[config.mk]
export PLATFORM = sky130hd
export DESIGN_NAME = i2s_tx_flat
export DESIGN_NICKNAME = d
export VERILOG_FILES = /design/src/rtl/i2s_tx_if.sv /design/src/rtl/i2s_tx.sv /design/src/flat_wrapper.sv
export SDC_FILE = /design/constraint.sdc
export NUM_CORES = 1
export LEC_CHECK = 0
export CORE_MARGIN = 2
export CORE_UTILIZATION = 45
export CTS_CLUSTER_SIZE = 10
export DETAILED_ROUTE_END_ITERATION = 16
export GPL_ROUTABILITY_DRIVEN = 0
export GPL_TIMING_DRIVEN = 0
export PLACE_DENSITY = 0.71
export SLEW_MARGIN = 20
export SYNTH_ARGS = -nofsm -noshare
export SYNTH_HDL_FRONTEND = slang
export SYNTH_SLANG_ARGS = --single-unit
[constraint.sdc]
create_clock -name clk -period 5.6 [get_ports clk]
set_clock_uncertainty 0.15 [all_clocks]
set_input_delay 0.56 -clock clk [delete_from_list [all_inputs] [get_ports clk]]
set_output_delay 0.56 -clock clk [all_outputs]
set_load 0.02 [all_outputs]
[src/rtl/i2s_tx_if.sv]
// Sample-in / I2S-out bundle for i2s_tx: the effect stage drives the sample side,
// the serializer drives the codec side and the event flags.
interface i2s_tx_if #(
  parameter int SIG_BITS = 16
);
  logic [SIG_BITS-1:0] in;
  logic                in_valid;
  logic                mute;
  logic                bclk;
  logic                lrclk;
  logic                sdata;
  logic                frame_start;
  logic                underrun;
  logic                overrun;

  modport master (
    output in, in_valid, mute,
    input  bclk, lrclk, sdata, frame_start, underrun, overrun
  );

  modport slave (
    input  in, in_valid, mute,
    output bclk, lrclk, sdata, frame_start, underrun, overrun
  );
endinterface

[src/rtl/i2s_tx.sv]
// Mono sample to free-running I2S frame serializer with a one-entry holding buffer.
// Define I2S_TX_LEFT_JUSTIFIED_EN for left-justified placement (MSB in slots 0 and SLOT_BITS).
module i2s_tx #(
  parameter int SIG_BITS  = 16,
  parameter int SLOT_BITS = 32,
  parameter int BCLK_HALF = 8
) (
  input logic     clk,
  input logic     reset,
  i2s_tx_if.slave bus
);

  localparam int FRAME_BITS = 2 * SLOT_BITS;
  localparam int HW         = $clog2(BCLK_HALF);
  localparam int SW         = $clog2(FRAME_BITS);

  typedef enum logic {IDLE, RUN} state_t;

  state_t              state, state_next;
  logic [HW-1:0]       half_cnt;
  logic [SW-1:0]       slot_cnt;
  logic                bclk_q, lrclk_q, sdata_q;
  logic                frame_start_q, underrun_q, overrun_q;
  logic                hold_full;
  logic [SIG_BITS-1:0] hold_val, last_val, frame_word;

  logic                half_wrap, bclk_fall, frame_load;
  logic [SW-1:0]       slot_next, slot_pos, bit_shift;
  logic                bit_valid, tx_bit;
  logic [SIG_BITS-1:0] load_word, tx_word, shifted;

  always_ff @(posedge clk or posedge reset) begin
    if (reset) state <= IDLE;
    else       state <= state_next;
  end

  always_comb begin
    state_next = state;
    case (state)
      IDLE:    if (bus.in_valid) state_next = RUN;
      RUN:     state_next = RUN;
      default: state_next = IDLE;
    endcase
  end

  // Slot timing and the bit to launch on the coming BCLK falling edge.
  // The frame-load cycle serializes the freshly selected word so slot 0 sees it.
  always_comb begin
    half_wrap  = (state == RUN) && (half_cnt == HW'(BCLK_HALF - 1));
    bclk_fall  = half_wrap && bclk_q;
    slot_next  = (slot_cnt == SW'(FRAME_BITS - 1)) ? '0 : slot_cnt + SW'(1);
    frame_load = bclk_fall && (slot_next == '0);
    load_word  = hold_full ? hold_val : last_val;
    tx_word    = frame_load ? (bus.mute ? '0 : load_word) : frame_word;
    slot_pos   = (slot_next >= SW'(SLOT_BITS)) ? slot_next - SW'(SLOT_BITS) : slot_next;
`ifdef I2S_TX_LEFT_JUSTIFIED_EN
    bit_valid  = slot_pos < SW'(SIG_BITS);
    bit_shift  = slot_pos;
`else
    bit_valid  = (slot_pos != '0) && (slot_pos <= SW'(SIG_BITS));
    bit_shift  = slot_pos - SW'(1);
`endif
    shifted    = tx_word << bit_shift;
    tx_bit     = bit_valid & shifted[SIG_BITS-1];
  end

  always_ff @(posedge clk or posedge reset) begin
    if (reset) begin
      half_cnt      <= '0;
      slot_cnt      <= SW'(FRAME_BITS - 1);
      bclk_q        <= 1'b0;
      lrclk_q       <= 1'b0;
      sdata_q       <= 1'b0;
      frame_start_q <= 1'b0;
      underrun_q    <= 1'b0;
      overrun_q     <= 1'b0;
      hold_full     <= 1'b0;
      hold_val      <= '0;
      last_val      <= '0;
      frame_word    <= '0;
    end else begin
      frame_start_q <= 1'b0;
      underrun_q    <= 1'b0;
      overrun_q     <= 1'b0;

      if (state == IDLE) begin
        half_cnt <= '0;
        slot_cnt <= SW'(FRAME_BITS - 1);
        bclk_q   <= 1'b0;
        lrclk_q  <= 1'b0;
        sdata_q  <= 1'b0;
      end else begin
        half_cnt <= half_wrap ? '0 : half_cnt + HW'(1);
        if (half_wrap) bclk_q <= ~bclk_q;
        if (bclk_fall) begin
          slot_cnt <= slot_next;
          lrclk_q  <= (slot_next >= SW'(SLOT_BITS));
          sdata_q  <= tx_bit;
        end
        if (frame_load) begin
          frame_word    <= bus.mute ? '0 : load_word;
          last_val      <= load_word;
          frame_start_q <= 1'b1;
          underrun_q    <= ~hold_full;
        end
      end

      // A strobe coinciding with the frame load refills the buffer just emptied.
      if (bus.in_valid) begin
        hold_val  <= bus.in;
        hold_full <= 1'b1;
        overrun_q <= hold_full && !frame_load;
      end else if (frame_load) begin
        hold_full <= 1'b0;
      end
    end
  end

  assign bus.bclk        = bclk_q;
  assign bus.lrclk       = lrclk_q;
  assign bus.sdata       = sdata_q;
  assign bus.frame_start = frame_start_q;
  assign bus.underrun    = underrun_q;
  assign bus.overrun     = overrun_q;

endmodule

[src/flat_wrapper.sv]
// flat-port wrapper written by rule: the top's interface ports become plain ports
module i2s_tx_flat 
#(
  parameter int SIG_BITS  = 16,
  parameter int SLOT_BITS = 32,
  parameter int BCLK_HALF = 8
)
  (clk, reset, bus_in, bus_in_valid, bus_mute, bus_bclk, bus_lrclk, bus_sdata, bus_frame_start, bus_underrun, bus_overrun);
  i2s_tx_if #(.SIG_BITS(SIG_BITS)) bus_i ();
  input logic clk;
  input logic reset;
  input wire logic [$bits(bus_i.in)-1:0] bus_in;
  input wire logic [$bits(bus_i.in_valid)-1:0] bus_in_valid;
  input wire logic [$bits(bus_i.mute)-1:0] bus_mute;
  output wire logic [$bits(bus_i.bclk)-1:0] bus_bclk;
  output wire logic [$bits(bus_i.lrclk)-1:0] bus_lrclk;
  output wire logic [$bits(bus_i.sdata)-1:0] bus_sdata;
  output wire logic [$bits(bus_i.frame_start)-1:0] bus_frame_start;
  output wire logic [$bits(bus_i.underrun)-1:0] bus_underrun;
  output wire logic [$bits(bus_i.overrun)-1:0] bus_overrun;
  assign bus_i.in = bus_in;
  assign bus_i.in_valid = bus_in_valid;
  assign bus_i.mute = bus_mute;
  assign bus_bclk = bus_i.bclk;
  assign bus_lrclk = bus_i.lrclk;
  assign bus_sdata = bus_i.sdata;
  assign bus_frame_start = bus_i.frame_start;
  assign bus_underrun = bus_i.underrun;
  assign bus_overrun = bus_i.overrun;
  i2s_tx #(.SIG_BITS(SIG_BITS), .SLOT_BITS(SLOT_BITS), .BCLK_HALF(BCLK_HALF)) u_core (.clk(clk), .reset(reset), .bus(bus_i));
endmodule
==> insert_results.sql, run 1 <==
INSERT INTO impl_metrics (metric_group, metric, value, unit) VALUES
('synth', 'synth.ff_latch_count', '65', ''),
('drt', 'route.detailed.drc', '0', ''),
('critical_path', 'critPathBufInv', '2', ''),
('floorplan', 'effective_utilization_at_floorplan', '46.79', '%'),
('synth', 'yosysTopAreaCell', 'sky130_fd_sc_hd__dfrtp_1', ''),
('synth', 'postSynthNetCount', '309', ''),
('grt', 'total_track_usage', '18.83', '%'),
('floorplan', 'die_area', '7835', 'um^2'),
('synth', 'synth_edf_count', '0', ''),
('timing', 'maxSlewHeadroom', '46.37', '%'),
('final_layout', 'final_cells', '420', ''),
('final_layout', 'mostFrequentLayoutCells', 'sky130_fd_sc_hd__dfrtp_1 (59), sky130_fd_sc_hd__mux2_2 (37), sky130_fd_sc_hd__nand2_1 (23), sky130_fd_sc_hd__clkdlybuf4s50_1 (23), sky130_fd_sc_hd__mux2i_1 (18)', ''),
('clock_network', 'clkSlewWorstSetupHoldPaths', '0.07', 'ns'),
('clock_network', 'cts-htree-levels', '3', ''),
('drt', 'detailroute.via_count', '2265', ''),
('critical_path', 'critical_path_arrival', '3.14', 'ns'),
('placement', 'preCtsSetupSlack', '2.545', 'ns'),
('final_layout', 'syn2layout_area_growth', '17.67', '%'),
('clock_network', 'tritoncts_num_sinks', '65', ''),
('drt', 'avg_vias_per_cell', '5.393', ''),
('grt', 'number_of_antenna_violations_at_the_first_check_in_global_routing', '0', ''),
('timing', 'finalSetupViolCount', '0', ''),
('final_layout', 'layout-drive-gt1-share', '21.60', '%'),
('critical_path', 'worst_path_dominant_cell_family', 'simple AND/OR/NAND/NOR gates', ''),
('timing', 'finalHoldViolCount', '0', ''),
('timing', 'rsz0062_at_grt', 'no', ''),
('synth', 'synthTopCellsByArea', 'sky130_fd_sc_hd__dfrtp_1 (46%), sky130_fd_sc_hd__mux2_2 (13%), sky130_fd_sc_hd__mux2i_1 (5.6%)', ''),
('timing', 'timing.fmax', '325.8', 'MHz'),
('clock_network', 'cts_tree', 'yes', ''),
('flow_run', 'max_cap_viol_count', '0', ''),
('critical_path', 'timing.critical_path.slowest_cell_delay', '0.47', 'ns'),
('placement', 'buffer_ports.inserted', '23', ''),
('drt', 'drtIter0Drc', '135', ''),
('critical_path', 'worstPathRequired', '5.67', 'ns'),
('placement', 'post-dp-hpwl', '4.462', 'mm'),
('synth', 'netlist-cell-type-count', '48', ''),
('power', 'power.static_leakage', '0.001763', 'uW'),
('grt', 'grt_start_max_net_pins', '44', ''),
('synth', 'top_ff_cell_synth', 'sky130_fd_sc_hd__dfrtp_1', ''),
('timing', 'final_max_slew_viol_count', '0', ''),
('grt', 'grt_pass1_vias', '2341', ''),
('timing', 'timing_worst_slew_pin_value', '0.7960', 'ns'),
('synth', 'yosysTopAreaCellShare', '45.93', '%'),
('critical_path', 'path_class', 'flop to flop', ''),
('timing', 'setup_total_negative_slack', '0', 'ns'),
('critical_path', 'critical_path_start_type', 'flop', ''),
('synth', 'post_synth_inst_count', '285', ''),
('power', 'vdd.ir_drop.worst', '0.0002170', 'V'),
('drt', 'wl_per_cell', '14.89', 'um'),
('synth', 'ys.warnings.count', '0', ''),
('critical_path', 'critical_path_sink_type', 'flop', ''),
('clock_network', 'cts-root-buf', 'sky130_fd_sc_hd__clkbuf_8', ''),
('synth', 'postSynthAreaPerCell', '11.28', 'um^2'),
('placement', 'place.detailed.instances', '405', ''),
('clock_network', 'clock_tree_buf_depth', '2', ''),
('drt', 'finalWirelength', '6.252', 'mm'),
('floorplan', 'num_rows', '30', ''),
('critical_path', 'path_max_fanout', '10', ''),
('timing', 'timing.final.crit_share', '54.81', '%'),
('hold_path', 'hold_class', 'flop to flop', ''),
('critical_path', 'cp_cell_sequence', 'ha_1 -> buf_6 -> or2_0 -> or4_1 -> a21o_1 -> inv_2 -> mux2_2 -> mux2_2 -> o2111ai_1 -> a32oi_1', ''),
('critical_path', 'cp_slowest_cell', 'sky130_fd_sc_hd__or4_1', ''),
('synth', 'syn-cell-area', '3214', 'um^2'),
('critical_path', 'path_common_cell', 'sky130_fd_sc_hd__mux2_2', ''),
('synth', 'synth_async_sr_flop_share', '100.0', '%'),
('clock_network', 'cts.repair.resized', '0', ''),
('run_status', 'outcome', 'complete, no violations', ''),
('clock_network', 'clock_latency', '0.34', 'ns'),
('floorplan', 'die_x', '88.52', 'um'),
('floorplan', 'die_h', '88.52', 'um'),
('timing', 'period_needed', '3.069', 'ns');
[final cells by class]
type,instances,area (um^2)
Fill cell,591,3087
Tap cell,96,120.1
Clock inverter,3,40.04
Buffer,20,93.84
Multi-Input combinational cell,193,1460
Inverter,7,28.78
Timing Repair Buffer,24,250.2
Sequential cell,65,1634
Clock buffer,12,155.1
[worst paths after layout]
| kind | endpoint | slack, ns | start | cells after the start |
|---|---|---|---|---|
| min | u_core.half_cnt[0]$_DFF_PP0_ | 0.29 | u_core.half_cnt[0]$_DFF_PP0_ | 1 |
| min reg2reg | u_core.half_cnt[0]$_DFF_PP0_ | 0.29 | u_core.half_cnt[0]$_DFF_PP0_ | 1 |
| max | u_core.bus.sdata$_DFFE_PP0P_ | 2.53 | u_core.slot_cnt[0]$_DFFE_PP1P_ | 10 |
| max in group asynchronous | u_core.hold_val[14]$_DFFE_PP0P_ | 4.40 | reset | 3 |
| min in group asynchronous | u_core.bus.underrun$_DFF_PP0_ | 0.37 | reset | 2 |
| max reg2reg | u_core.bus.sdata$_DFFE_PP0P_ | 2.53 | u_core.slot_cnt[0]$_DFFE_PP1P_ | 10 |
[power by group]
part           total, uW  switching (uW)  internal (uW)
clock network        394             168            226
registers            679            71.8            607
logic                625             341            285
[metrics by stage]
stage	hold WS, ns	instance area [um^2]	total power (uW)	util, %
finish	0.2938	3782	1698	55.06
global route	0.3015	3782	1832	55.06
CTS	0.2957	3782	1713	55.06
detailed placement	0.2861	3587	1311	52.22
global placement	0.2791	3565	1288	51.89
floorplan	0.2656	3214	1153	-
[Yosys cell counts, types with 4 or more instances]
| master | number |
|---|---|
| sky130_fd_sc_hd__ha_1 | 4 |
| sky130_fd_sc_hd__o21ai_0 | 10 |
| sky130_fd_sc_hd__a21oi_1 | 6 |
| sky130_fd_sc_hd__a21o_1 | 4 |
| sky130_fd_sc_hd__and3_1 | 5 |
| sky130_fd_sc_hd__nand2_1 | 23 |
| sky130_fd_sc_hd__clkbuf_1 | 13 |
| sky130_fd_sc_hd__nor3_1 | 9 |
| sky130_fd_sc_hd__a22o_1 | 9 |
| sky130_fd_sc_hd__inv_1 | 6 |
| sky130_fd_sc_hd__dfrtp_1 | 59 |
| sky130_fd_sc_hd__nor2_1 | 16 |
| sky130_fd_sc_hd__nand3_1 | 6 |
| sky130_fd_sc_hd__mux2i_1 | 18 |
| sky130_fd_sc_hd__mux2_2 | 37 |
| sky130_fd_sc_hd__dfstp_2 | 6 |
[registers in the layout, indices dropped and copies added, names as in the netlist]
register and flops:
u_core.bus.lrclk 1, u_core.last_val 16, u_core.bus.frame_start 1, u_core.hold_val 16, u_core.slot_cnt 6, u_core.state 1
u_core.bus.bclk 1, u_core.bus.underrun 1, u_core.hold_full 1, u_core.half_cnt 3, u_core.bus.overrun 1, u_core.bus.sdata 1
u_core.frame_word 16
[kinds of logic after synthesis]
logic type | Yosys count | share of synthesized area (%)
AO/OA/AOI/OAI | 53 | 11.99
XOR/XNOR | 3 | 0.8176
adder cells (fa/ha/maj) | 4 | 1.557
buffers and inverters | 27 | 3.737
flip-flops | 65 | 50.84
multiplexers | 56 | 19.27
AND/OR/NAND/NOR | 77 | 11.79
[routing by layer]
metal,wire length [um],track usage [%]
met1,2866,24.46
met2,3016,30.01
met3,272,4.291
met4,97,8.953
met5,0,0
No activity file was read; power rests on OpenSTA's default activity.
==> run 2, diff against run 1 <==
==> constraint.sdc (replaced) <==
create_clock -name clk -period 2.96 [get_ports clk]
set_clock_uncertainty 0.15 [all_clocks]
set_input_delay 0.296 -clock clk [delete_from_list [all_inputs] [get_ports clk]]
set_output_delay 0.296 -clock clk [all_outputs]
set_load 0.02 [all_outputs]
==> insert_results.sql, run 2 (synthesis gave the netlist of run 1 again) <==
INSERT INTO impl_metrics (metric_group, metric, value, unit) VALUES
('clock_network', 'cts-root-buf', 'sky130_fd_sc_hd__clkbuf_8', ''),
('critical_path', 'worstReg2RegStart', 'u_core.slot_cnt[0]$_DFFE_PP1P_', ''),
('placement', 'buffer_ports.inserted', '23', ''),
('grt', 'total_track_usage', '18.95', '%'),
('drt', 'first_drt_pass_iteration_count', '5', ''),
('power', 'powerDensity', '844.5', 'nW/um^2'),
('final_layout', 'insertedDiodeCount', '0', ''),
('drt', 'finalWirelength', '6.358', 'mm'),
('placement', 'preCtsSetupSlack', '-0.09548', 'ns'),
('timing', 'final_max_slew_viol_count', '0', ''),
('critical_path', 'worstPathRequired', '3.03', 'ns'),
('floorplan', 'placeable_core_region', '6869', 'um^2'),
('critical_path', 'startpoint', 'u_core.slot_cnt[0]$_DFFE_PP1P_', ''),
('final_layout', 'layout-drive-gt1-share', '25.00', '%'),
('clock_network', 'cts_hold_repair.buffers', '0', ''),
('clock_network', 'tritoncts_num_sinks', '65', ''),
('power', 'power.static_leakage', '0.001797', 'uW'),
('power', 'p_total', '3259', 'uW'),
('floorplan', 'die_x', '88.52', 'um'),
('timing', 'setup_total_negative_slack', '0', 'ns'),
('clock_network', 'cts_tree', 'yes', ''),
('drt', 'wl_per_cell', '15.00', 'um'),
('critical_path', 'critical_path_arrival', '2.96', 'ns'),
('critical_path', 'critical_path_start_type', 'flop', ''),
('grt', 'grt_pass1_vias', '2355', ''),
('flow_run', 'max_cap_viol_count', '0', ''),
('timing', 'timing_worst_slew_pin_value', '0.6041', 'ns'),
('run_status', 'outcome', 'complete, no violations', ''),
('critical_path', 'path_class', 'flop to flop', ''),
('timing', 'timing.final.crit_share', '97.68', '%'),
('drt', 'drtIter0Drc', '177', ''),
('drt', 'detailroute.via_count', '2303', ''),
('grt', 'grt_pass1_wl', '11.22', 'mm'),
('clock_network', 'clock_tree_buf_depth', '2', ''),
('floorplan', 'die_h', '88.52', 'um'),
('floorplan', 'die_area', '7835', 'um^2'),
('power', 'vdd.ir_drop.worst', '0.0004071', 'V'),
('drt', 'avg_vias_per_cell', '5.432', ''),
('timing', 'maxSlewHeadroom', '59.73', '%'),
('final_layout', 'final_net_count', '348', ''),
('floorplan', 'num_rows', '30', ''),
('hold_path', 'hold_class', 'input pin to asynchronous set/reset pin', ''),
('floorplan', 'ioPinCount', '26', ''),
('timing', 'finalHoldViolCount', '0', ''),
('final_layout', 'layout.cells.most_common', 'sky130_fd_sc_hd__dfrtp_1', ''),
('critical_path', 'path_max_fanout', '8', ''),
('clock_network', 'clock_latency', '0.34', 'ns'),
('clock_network', 'clkSlewWorstSetupHoldPaths', '0.07', 'ns'),
('final_layout', 'syn2layout_area_growth', '20.05', '%'),
('final_layout', 'fin_area', '3859', 'um^2'),
('clock_network', 'cts_inserted_buffers', '9', ''),
('grt', 'grt_start_max_net_pins', '44', ''),
('timing', 'period_needed', '2.891', 'ns'),
('critical_path', 'critical_path_sink_type', 'flop', ''),
('clock_network', 'cts-htree-levels', '3', ''),
('final_layout', 'mostFrequentLayoutCells', 'sky130_fd_sc_hd__dfrtp_1 (59), sky130_fd_sc_hd__mux2_2 (36), sky130_fd_sc_hd__clkdlybuf4s50_1 (23)', ''),
('drt', 'ant_nets_after_route', '0', ''),
('timing', 'layout_setup_ws', '0.06858', 'ns'),
('grt', 'overflow', '0', ''),
('floorplan', 'effective_utilization_at_floorplan', '46.79', '%'),
('grt', 'number_of_antenna_violations_at_the_first_check_in_global_routing', '0', ''),
('timing', 'finalSetupViolCount', '0', ''),
('drt', 'route.detailed.drc', '0', ''),
('placement', 'post-dp-hpwl', '4.462', 'mm'),
('final_layout', 'reg.largest.list', 'u_core.frame_word: 16 flops, u_core.hold_val: 16 flops, u_core.last_val: 16 flops', ''),
('timing', 'timing.fmax', '345.9', 'MHz'),
('placement', 'postPlaceCellArea', '3587', 'um^2');
## run 2: where the power goes
part | switching, uW | leakage (uW) | internal [uW]
Sequential | 142 | 0.000806 | 1150
Combinational | 674 | 0.000889 | 552
Clock | 315 | 0.000102 | 428
## run 2: final cells by class
class,count,area [um^2]
plain buffers,20,97.59
clock buffers,12,155.1
clock inverters,3,40.04
fillers,581,3010
inverters,7,31.28
multi-input cells,193,1500
flip-flops and latches,65,1634
well taps,96,120.1
repair buffers,28,280.3
## run 2: worst max-delay path, stage by stage, from the launching register on
cell and delay, ns:
sky130_fd_sc_hd__dfstp_2 0.38, sky130_fd_sc_hd__ha_1 0.20, sky130_fd_sc_hd__buf_6 0.13, sky130_fd_sc_hd__or2_0 0.21
sky130_fd_sc_hd__or4_4 0.45, sky130_fd_sc_hd__a21o_4 0.25, sky130_fd_sc_hd__buf_4 0.13, sky130_fd_sc_hd__a22o_1 0.23
sky130_fd_sc_hd__a22o_1 0.21, sky130_fd_sc_hd__a2111oi_2 0.33, sky130_fd_sc_hd__a32oi_1 0.10
## run 2: metal layers
| metal | vias to the layer above | GRT usage, % | share of wire [%] |
|---|---|---|---|
| met3 | 13 | 4.198 | 3.7 |
| met1 | 1123 | 24.58 | 45 |
| met2 | 48 | 30.14 | 50 |
| li1 | 1119 | - | - |
| met5 | - | 0 | 0 |
| met4 | 0 | 9.366 | 1.6 |
## run 2: path summary, 6_finish.rpt
kind / cells after the start / end / slack [ns]
worst max-delay path: 10 / u_core.bus.sdata$_DFFE_PP0P_ / 0.07
worst min register to register: 1 / u_core.half_cnt[0]$_DFF_PP0_ / 0.29
worst min-delay path: 2 / u_core.bus.underrun$_DFF_PP0_ / 0.11
worst max register to register: 10 / u_core.bus.sdata$_DFFE_PP0P_ / 0.07
min in group clk: 1 / u_core.half_cnt[0]$_DFF_PP0_ / 0.29
max in group asynchronous: 3 / u_core.hold_val[14]$_DFFE_PP0P_ / 2.02
## run 2: timing repair
item | CTS | global route
cloned | 0 | 0
resized for setup | 1 | 14
endpoints found under the setup margin | 1 | 11
buffers inserted | 4 | 0
## run 2: per-stage QoR
stage / util, % / hold slack [ns] / std cells
after detailed placement: 52.22 / 0.2861 / 405
after CTS: 55.54 / 0.1110 / 424
after global placement: 51.89 / 0.2791 / 404
after global routing: 56.17 / 0.1401 / 424
after floorplan: - / 0.2656 / 285
final: 56.17 / 0.1116 / 424
==> run 3, diff against run 2 <==
--- a/config.mk
+++ b/config.mk
@@ -5,7 +5,6 @@
 export SDC_FILE = /design/constraint.sdc
 export NUM_CORES = 1
 export LEC_CHECK = 0
-export CORE_MARGIN = 2
 export CORE_UTILIZATION = 45
 export CTS_CLUSTER_SIZE = 10
 export DETAILED_ROUTE_END_ITERATION = 16
==> insert_results.sql, run 3 (synthesis gave the netlist of run 1 again) <==
INSERT INTO impl_metrics (metric_group, metric, value, unit) VALUES
('flow_run', 'max_cap_viol_count', '0', ''),
('timing', 'finalSetupViolCount', '0', ''),
('clock_network', 'cts-htree-levels', '3', ''),
('critical_path', 'critical_path_start_type', 'flop', ''),
('critical_path', 'r2r_slack', '0.02', 'ns'),
('critical_path', 'worstReg2RegStart', 'u_core.slot_cnt[0]$_DFFE_PP1P_', ''),
('critical_path', 'critical_path_arrival', '3.01', 'ns'),
('grt', 'grt_pass1_wl', '11.41', 'mm'),
('timing', 'layout_setup_ws', '0.01588', 'ns'),
('timing', 'maxSlewHeadroom', '53.09', '%'),
('final_layout', 'syn2layout_area_growth', '20.09', '%'),
('timing', 'timing.fmax', '339.7', 'MHz'),
('clock_network', 'clock_latency', '0.35', 'ns'),
('critical_path', 'r2r.worst_path.cells', '10', ''),
('power', 'power.static_leakage', '0.001799', 'uW'),
('final_layout', 'layout.cells.most_common', 'sky130_fd_sc_hd__dfrtp_1', ''),
('placement', 'post-dp-hpwl', '4.652', 'mm'),
('clock_network', 'clkSlewWorstSetupHoldPaths', '0.07', 'ns'),
('critical_path', 'path_max_fanout', '8', ''),
('critical_path', 'path_class', 'flop to flop', ''),
('clock_network', 'clock_tree_buf_depth', '2', ''),
('critical_path', 'rr_endpoint', 'u_core.bus.sdata$_DFFE_PP0P_', ''),
('grt', 'grt_start_max_net_pins', '43', ''),
('critical_path', 'critical_path_sink_type', 'flop', ''),
('timing', 'timing.final.crit_share', '99.46', '%'),
('drt', 'route.detailed.drc', '0', ''),
('timing', 'timing_worst_slew_pin_value', '0.6963', 'ns'),
('drt', 'avg_vias_per_cell', '5.460', ''),
('final_layout', 'mostFrequentLayoutCells', 'sky130_fd_sc_hd__dfrtp_1 (59), sky130_fd_sc_hd__mux2_2 (37), sky130_fd_sc_hd__clkdlybuf4s50_1 (23)', ''),
('drt', 'finalWirelength', '6.593', 'mm'),
('final_layout', 'insertedDiodeCount', '0', ''),
('floorplan', 'num_rows', '30', ''),
('drt', 'ant_nets_after_route', '0', ''),
('power', 'p_total', '3333', 'uW'),
('floorplan', 'placeable_core_region', '6832', 'um^2'),
('drt', 'detailroute.via_count', '2315', ''),
('power', 'vdd.ir_drop.worst', '0.0003964', 'V'),
('critical_path', 'worstPathRequired', '3.02', 'ns'),
('clock_network', 'cts_inserted_buffers', '9', ''),
('run_status', 'outcome', 'complete, no violations', ''),
('timing', 'final_max_slew_viol_count', '0', ''),
('drt', 'wl_per_cell', '15.55', 'um'),
('timing', 'rsz0062_at_grt', 'yes', ''),
('grt', 'grt_pass1_vias', '2410', ''),
('grt', 'total_track_usage', '19.98', '%'),
('final_layout', 'reg.largest.list', 'u_core.frame_word: 16 flops, u_core.hold_val: 16 flops, u_core.last_val: 16 flops', ''),
('floorplan', 'die_area', '7485', 'um^2'),
('power', 'powerDensity', '863.6', 'nW/um^2'),
('floorplan', 'die_h', '86.52', 'um'),
('clock_network', 'cts_hold_repair.buffers', '0', ''),
('floorplan', 'ioPinCount', '26', ''),
('floorplan', 'die_x', '86.52', 'um'),
('drt', 'drtIter0Drc', '128', ''),
('final_layout', 'layout-drive-gt1-share', '24.09', '%'),
('clock_network', 'cts-root-buf', 'sky130_fd_sc_hd__clkbuf_8', ''),
('clock_network', 'tritoncts_num_sinks', '65', ''),
('placement', 'buffer_ports.inserted', '23', ''),
('hold_path', 'hold_class', 'input pin to asynchronous set/reset pin', ''),
('timing', 'finalHoldViolCount', '0', ''),
('final_layout', 'final_net_count', '347', ''),
('timing', 'period_needed', '2.944', 'ns'),
('grt', 'overflow', '0', ''),
('placement', 'preCtsSetupSlack', '-0.1241', 'ns'),
('floorplan', 'effective_utilization_at_floorplan', '47.05', '%'),
('grt', 'number_of_antenna_violations_at_the_first_check_in_global_routing', '0', ''),
('drt', 'first_drt_pass_iteration_count', '4', ''),
('clock_network', 'cts_tree', 'yes', '');
-- run 3: changes by cell type in the layout (fill, tap and decap cells not counted), sizes merged --
cell    delta
clkinv     -2
clkbuf     +2
-- run 3: worst max path at each step --
stage	start	end	slack (ns)	depth (start not counted)
after global routing	u_core.slot_cnt[0]$_DFFE_PP1P_	u_core.bus.sdata$_DFFE_PP0P_	-0.03	10
after global placement	reset	u_core.hold_val[14]$_DFFE_PP0P_	-0.28	2
after detailed placement	u_core.slot_cnt[0]$_DFFE_PP1P_	u_core.bus.sdata$_DFFE_PP0P_	-0.12	10
final	u_core.slot_cnt[0]$_DFFE_PP1P_	u_core.bus.sdata$_DFFE_PP0P_	0.02	10
after CTS	u_core.slot_cnt[0]$_DFFE_PP1P_	u_core.bus.sdata$_DFFE_PP0P_	0.01	10
after floorplan	u_core.slot_cnt[0]$_DFFE_PP1P_	u_core.bus.sdata$_DFFE_PP0P_	0.16	10
-- run 3: critical path: stages, from the launching register on --
cell,delay (ns)
sky130_fd_sc_hd__dfstp_2,0.38
sky130_fd_sc_hd__ha_2,0.18
sky130_fd_sc_hd__buf_6,0.13
sky130_fd_sc_hd__or2_1,0.22
sky130_fd_sc_hd__or4_4,0.44
sky130_fd_sc_hd__a21o_4,0.24
sky130_fd_sc_hd__inv_4,0.10
sky130_fd_sc_hd__mux2_2,0.36
sky130_fd_sc_hd__mux2_2,0.29
sky130_fd_sc_hd__o2111ai_1,0.19
sky130_fd_sc_hd__a32oi_1,0.14
-- run 3: per-stage QoR --
stage | area, um^2 | setup TNS, ns | util [%] | hold slack, ns | std cells
finish | 3860 | 0 | 56.50 | 0.1167 | 424
global route | 3860 | -0.03432 | 56.50 | 0.1361 | 424
CTS | 3842 | 0 | 56.25 | 0.1348 | 424
detailed placement | 3587 | -0.1241 | 52.51 | 0.2850 | 405
global placement | 3565 | -16.29 | 52.18 | 0.2767 | 404
floorplan | 3214 | 0 | - | 0.2656 | 285
-- run 3: layout make-up --
type	instances	area, um^2
plain buffers	20	98.84
clock buffers	15	196.4
clock inverters	1	30.03
fillers	624	2972
inverters	7	31.28
multi-input cells	193	1476
flip-flops and latches	65	1634
well taps	96	120.1
repair buffers	27	272.8
-- run 3: report_power, final --
group,switching (uW),internal (uW),total (uW)
clock,336,505,841
sequential,138,1150,1290
combinational,660,546,1210
-- run 3: layer usage --
metal | wire [um] | global-route usage, % | part of all wire [%]
met1 | 2984 | 25.48 | 45
met4 | 127 | 7.727 | 1.9
met5 | 0 | 0 | 0
met3 | 297 | 5.905 | 4.5
met2 | 3185 | 32.18 | 48
-- run 3: timing repair --
action	CTS	global route
pin swaps	0	2
setup endpoints to repair	1	11
gates resized for setup	2	7
buffers inserted	3	0
